<file path="src/rtl/gate_bist_pkg.sv">
// gate_bist_pkg: state encodings, gate truth tables and sizing helper for the gate BIST engine
package gate_bist_pkg;
  typedef enum logic [1:0] {
    ST_IDLE = 2'd0,
    ST_RUN  = 2'd1,
    ST_DONE = 2'd2
  } state_t;
  localparam logic [3:0] TT_NAND = 4'b0111;
  localparam logic [3:0] TT_AND  = 4'b1000;
  localparam logic [3:0] TT_OR   = 4'b1110;
  localparam logic [3:0] TT_XOR  = 4'b0110;
  localparam logic [3:0] TT_NOR  = 4'b0001;
  function automatic int cnt_width(input int settle);
    return settle > 0 ? $clog2(settle + 1) : 1;
  endfunction
endpackage

</file>
<file path="src/rtl/gate_bist_controller_settle.sv">
// bist_settle_counter: loadable down-counter with zero flag, holds at zero
module bist_settle_counter #(
  parameter int W = 1
) (
  input  logic         clock,
  input  logic         resetn,
  input  logic         load,
  input  logic         dec,
  input  logic [W-1:0] load_val,
  output logic [W-1:0] cnt,
  output logic         zero
);
  assign zero = cnt == '0;
  always_ff @(posedge clock or negedge resetn)
    if (!resetn) cnt <= '0;
    else if (load) cnt <= load_val;
    else if (dec && !zero) cnt <= cnt - 1'b1;
endmodule

</file>
<file path="src/rtl/gate_bist_controller.sv">
// gate_bist_controller: walks a 2-input gate through all four vectors and checks it against a truth table
module gate_bist_controller
  import gate_bist_pkg::*;
#(
  parameter logic [3:0] TRUTH_TABLE   = TT_NAND,
  parameter int         SETTLE_CYCLES = 1,
  parameter int         ERR_W         = 3
) (
  input  logic             clock,
  input  logic             resetn,
  input  logic             start,
  output logic             in1,
  output logic             in2,
  input  logic             dut_out,
  output logic             busy,
  output logic             done,
  output logic             pass,
  output logic [ERR_W-1:0] num_errors,
  output logic [3:0]       fail_vec
);
  localparam int CW = cnt_width(SETTLE_CYCLES);
  localparam logic [CW-1:0] RELOAD = CW'(SETTLE_CYCLES);
  state_t state;
  logic [1:0] vec_idx;
  logic zero, load, dec, last, mismatch;
  logic [CW-1:0] cnt;
  assign last = vec_idx == 2'd3;
  // 4-state compare so an X/Z gate output in simulation counts as a mismatch
  assign mismatch = dut_out !== TRUTH_TABLE[vec_idx];
  assign load = (state != ST_RUN) ? start : (zero && !last);
  assign dec = state == ST_RUN;
  assign {in1, in2} = vec_idx;
  assign pass = done && (num_errors == '0);
  bist_settle_counter #(.W(CW)) u_settle (
    .clock    (clock),
    .resetn   (resetn),
    .load     (load),
    .dec      (dec),
    .load_val (RELOAD),
    .cnt      (cnt),
    .zero     (zero)
  );
  always_ff @(posedge clock or negedge resetn)
    if (!resetn) begin
      state      <= ST_IDLE;
      vec_idx    <= '0;
      busy       <= 1'b0;
      done       <= 1'b0;
      num_errors <= '0;
      fail_vec   <= '0;
    end else if (state != ST_RUN) begin
      if (start) begin
        state      <= ST_RUN;
        vec_idx    <= '0;
        busy       <= 1'b1;
        done       <= 1'b0;
        num_errors <= '0;
        fail_vec   <= '0;
      end
    end else if (zero) begin
      if (mismatch) begin
        fail_vec[vec_idx] <= 1'b1;
        if (num_errors != '1) num_errors <= num_errors + 1'b1;
      end
      if (last) begin
        state <= ST_DONE;
        busy  <= 1'b0;
        done  <= 1'b1;
      end else vec_idx <= vec_idx + 2'd1;
    end
endmodule
</file>
<file path="config.mk">
export PLATFORM = sky130hd
export DESIGN_NAME = gate_bist_controller
export DESIGN_NICKNAME = d
export VERILOG_FILES = /design/src/rtl/gate_bist_pkg.sv /design/src/rtl/gate_bist_controller_settle.sv /design/src/rtl/gate_bist_controller.sv
export SDC_FILE = /design/constraint.sdc
export NUM_CORES = 1
export LEC_CHECK = 0
export CORE_MARGIN = 2
export CORE_UTILIZATION = 30
export DETAILED_ROUTE_END_ITERATION = 10
export GPL_ROUTABILITY_DRIVEN = 1
export PLACE_DENSITY = 0.55
export RECOVER_POWER = 25
export REMOVE_ABC_BUFFERS = 1
export SLEW_MARGIN = 20
export SYNTH_ARGS = -nofsm -noshare
export SYNTH_HDL_FRONTEND = slang
export SYNTH_SLANG_ARGS = --single-unit
</file>
<file path="constraint.sdc">
create_clock -name clock -period 1.5 [get_ports clock]
set_clock_uncertainty 0.1 [all_clocks]
set_input_delay 0.3 -clock clock [delete_from_list [all_inputs] [get_ports clock]]
set_output_delay 0.3 -clock clock [all_outputs]
set_load 0.005 [all_outputs]
</file>
==> summary.md <==
| Metric | Value |
|---|---|
| DRC Markers | 0 |
| Synth Instances | 65 |
| Post-Synth XOR/XNOR Area | 0.0235 |
| Worst setup path class | reg2reg |
| # nets final | 113 |
| Ant. Diodes | 0 |
| Slew margin rel. | 0.537 |
| TritonCTS clock tree | done |
| Seq/Total Area, Yosys | 0.434 |
| Die width | 52.0 um |
| Overall power | 2430 uW |
| Final wirelength | 1700 um |
| Worst Hold Class | reg2reg |
| Failing checks | negative setup slack |
| Post-layout util | 0.515 |
| First-pass GRT wire length | 2990 um |
| Worst path slowest cell | dfrtp_1 |
| Clk_lat worst skew | 0.28 ns |
| Worst EP required | 1.56 ns |
| Routed length per instance | 13.3 um |
| Vias in the first global route | 652 |
| Pleak | 0.000540 uW |
| Compound-gate portion of the synthesized area | 0.146 |
| Largest net degree at the start of global routing | 13 |
| Synth Area in Adders | 0.145 |
| Clock Pin Slew Worst Setup and Hold Paths | 0.09 ns |
| Slowest stage delay, CP | 0.40 ns |
| Seq cells post-synth | 12 |
| Post-synthesis mux area share | 0.0651 |
| DP HPWL | 1280 um |
| Synth Area per Inst | 10.6 um^2 |
| Final worst slack | -0.0559 ns |
| Synth Area in Simple Gates | 0.127 |
| Layout cells sized above 1 | 0.400 |
| Fillers | 204 |
| Top Ports | 16 |
| Pre-antenna DRT Iters | 4 |
| Pins Over Slew Limit | 0 |
| Final Hold Vio Count | 0 |
| Chip Height | 52.0 um |
| Synth-to-Final Area Change | 63.1% |
| Worst VDD drop | 0.00102 V |
| Main combinational cell family by area after synthesis | compound AO/OA/AOI/OAI gates |
| Warnings from Yosys | 0 |
| Root Buffer | clkbuf_4 |
| Crit path max fanout | 2 |
| Setup violations, final | 5 |
| # clock sinks | 12 |
| Top cell by count, worst path | ha_4 |
| Max cap viols | 0 |
| Routed Antenna Nets | 0 |
| Hold-fix buffers, CTS | 0 |
| Vias | 603 |
| Startpoint types | flop |
| Distinct cells, synth | 24 |
| Synth Cell Area | 692 um^2 |
| CP cell instances | buf_6 > ha_4 > ha_4 > nor2_4 > nand3_2 > mux2_4 |
| Pre-CTS WS | -0.185 ns |
| Gpl congestion | 0.780 |
| RSZ-0062 raised after global routing | yes |
| Initial Util | 0.316 |
| Initial antenna violation count | 0 |
| Tot GR Track Use | 0.154 |
| Core box area | 2190 um^2 |
| Input/output buffers | 15 |
| Initial DRC Count | 2 |
| Reg-to-reg setup timing slack | -0.06 ns |
| Clock Path Buffers | 2 |
| Final min period | 1.56 ns |
| Fmax | 643 MHz |
| Total CTS buffers | 3 |
| Number of vias per cell | 4.71 |
| Num rows | 17 |
| Grt ovf | 0 |
| Worst EP arrival | 1.61 ns |
| Die Area | 2710 um^2 |
| Status | complete, but fails checks |
| Worst Tran Pin Value | 0.694 ns |
| PD cells | 2150 nW/um^2 |
| Endpoint class of the critical path | flop |
| Period utilisation layout | 1.04 |
| H-tree levels | 1 |
-- synthesized netlist by cell type, drive strengths merged --
cell type	instances	area share
a21oi	3	0.022
a32o	1	0.014
a41oi	2	0.025
and2b	1	0.011
buf	1	0.011
clkbuf	1	0.0054
dfrtp	12	0.43
ha	8	0.14
inv	8	0.043
mux2	1	0.022
mux2i	3	0.043
nand2	3	0.016
nand2b	1	0.0090
nand3	3	0.029
nor2	4	0.022
nor2b	1	0.0090
nor3b	1	0.011
o211ai	1	0.018
o21a	1	0.011
o21ai	7	0.056
or4b	1	0.020
xnor2	1	0.024
-- per-stage QoR --
step / cells / setup TNS [ns] / hold WS [ns] / cell area [um^2]
floorplan: 63 / -0.197 / -0.0956 / 681
finish: 128 / -0.139 / 0.415 / 1130
global route: 128 / -0.503 / 0.486 / 1130
CTS: 128 / -0.196 / 0.212 / 1100
global placement: 120 / -0.669 / 0.386 / 971
detailed placement: 120 / -0.796 / 0.384 / 971
-- routing by layer --
metal | vias to the layer above | part of all wire | global-route usage
met1 | 288 | 0.43 | 0.190
met4 | 0 | 0.010 | 0.0482
met5 | - | 0 | 0
li1 | 294 | - | -
met2 | 19 | 0.51 | 0.255
met3 | 2 | 0.052 | 0.0460
-- cell usage in the layout, fill, tap and decap left out, types with 4 or more instances in the layout --
master and count:
buf_4 13, buf_6 4, dfrtp_1 12, dlygate4sd2_1 9, ha_4 5, inv_1 6
o21ai_0 5
-- final cells by class --
| type | count | area (um^2) | area share |
|---|---|---|---|
| multi-input cells | 43 | 452 | 0.400 |
| repair buffers | 33 | 275 | 0.244 |
| well taps | 28 | 35.0 | 0.0310 |
| clock buffers | 4 | 36.3 | 0.0322 |
| inverters | 8 | 30.0 | 0.0266 |
| flip-flops and latches | 12 | 300 | 0.266 |
-- final timing paths --
check,from,to,cells past startpoint
min,fail_vec[3],fail_vec[3],2
max reg2reg,num_errors[1],num_errors[1],6
max in group asynchronous,resetn,num_errors[0],2
min in group asynchronous,resetn,fail_vec[1],2
min reg2reg,fail_vec[3],fail_vec[3],2
max,num_errors[1],num_errors[1],6
-- critical path, delay by kind of cell (launching register included) --
family,cells,cell delay [ns]
buffers and inverters,1,0.13
multiplexers,1,0.32
adder cells (fa/ha/maj),2,0.31
flip-flops,1,0.40
AND/OR/NAND/NOR,2,0.18
-- power by group --
| group | switching (uW) | leakage (uW) | internal [uW] | total [uW] |
|---|---|---|---|---|
| registers | 109 | 0.000148 | 479 | 588 |
| clock network | 117 | 0.0000210 | 148 | 265 |
| logic | 725 | 0.000371 | 851 | 1580 |
| total | 951 | 0.000540 | 1480 | 2430 |
-- sequential cells by signal (all words and copies together) (netlist names) --
register and count:
u_settle.cnt 1, num_errors 3, state 2, fail_vec 4
vec_idx 2
-- cells by family after synthesis --
kind of cell | after synthesis
multiplexers | 4
buffers and inverters | 10
adder cells (fa/ha/maj) | 8
AND/OR/NAND/NOR | 15
XOR/XNOR | 1
flip-flops | 12
AO/OA/AOI/OAI | 15
-- repair_timing --
action                                  in CTS  in global routing
endpoints found under the setup margin      16                 10
setup buffers                                4                  0
gates resized for setup                     34                  8
pin swaps                                    6                  0
No activity file was read; power rests on OpenSTA's default activity.
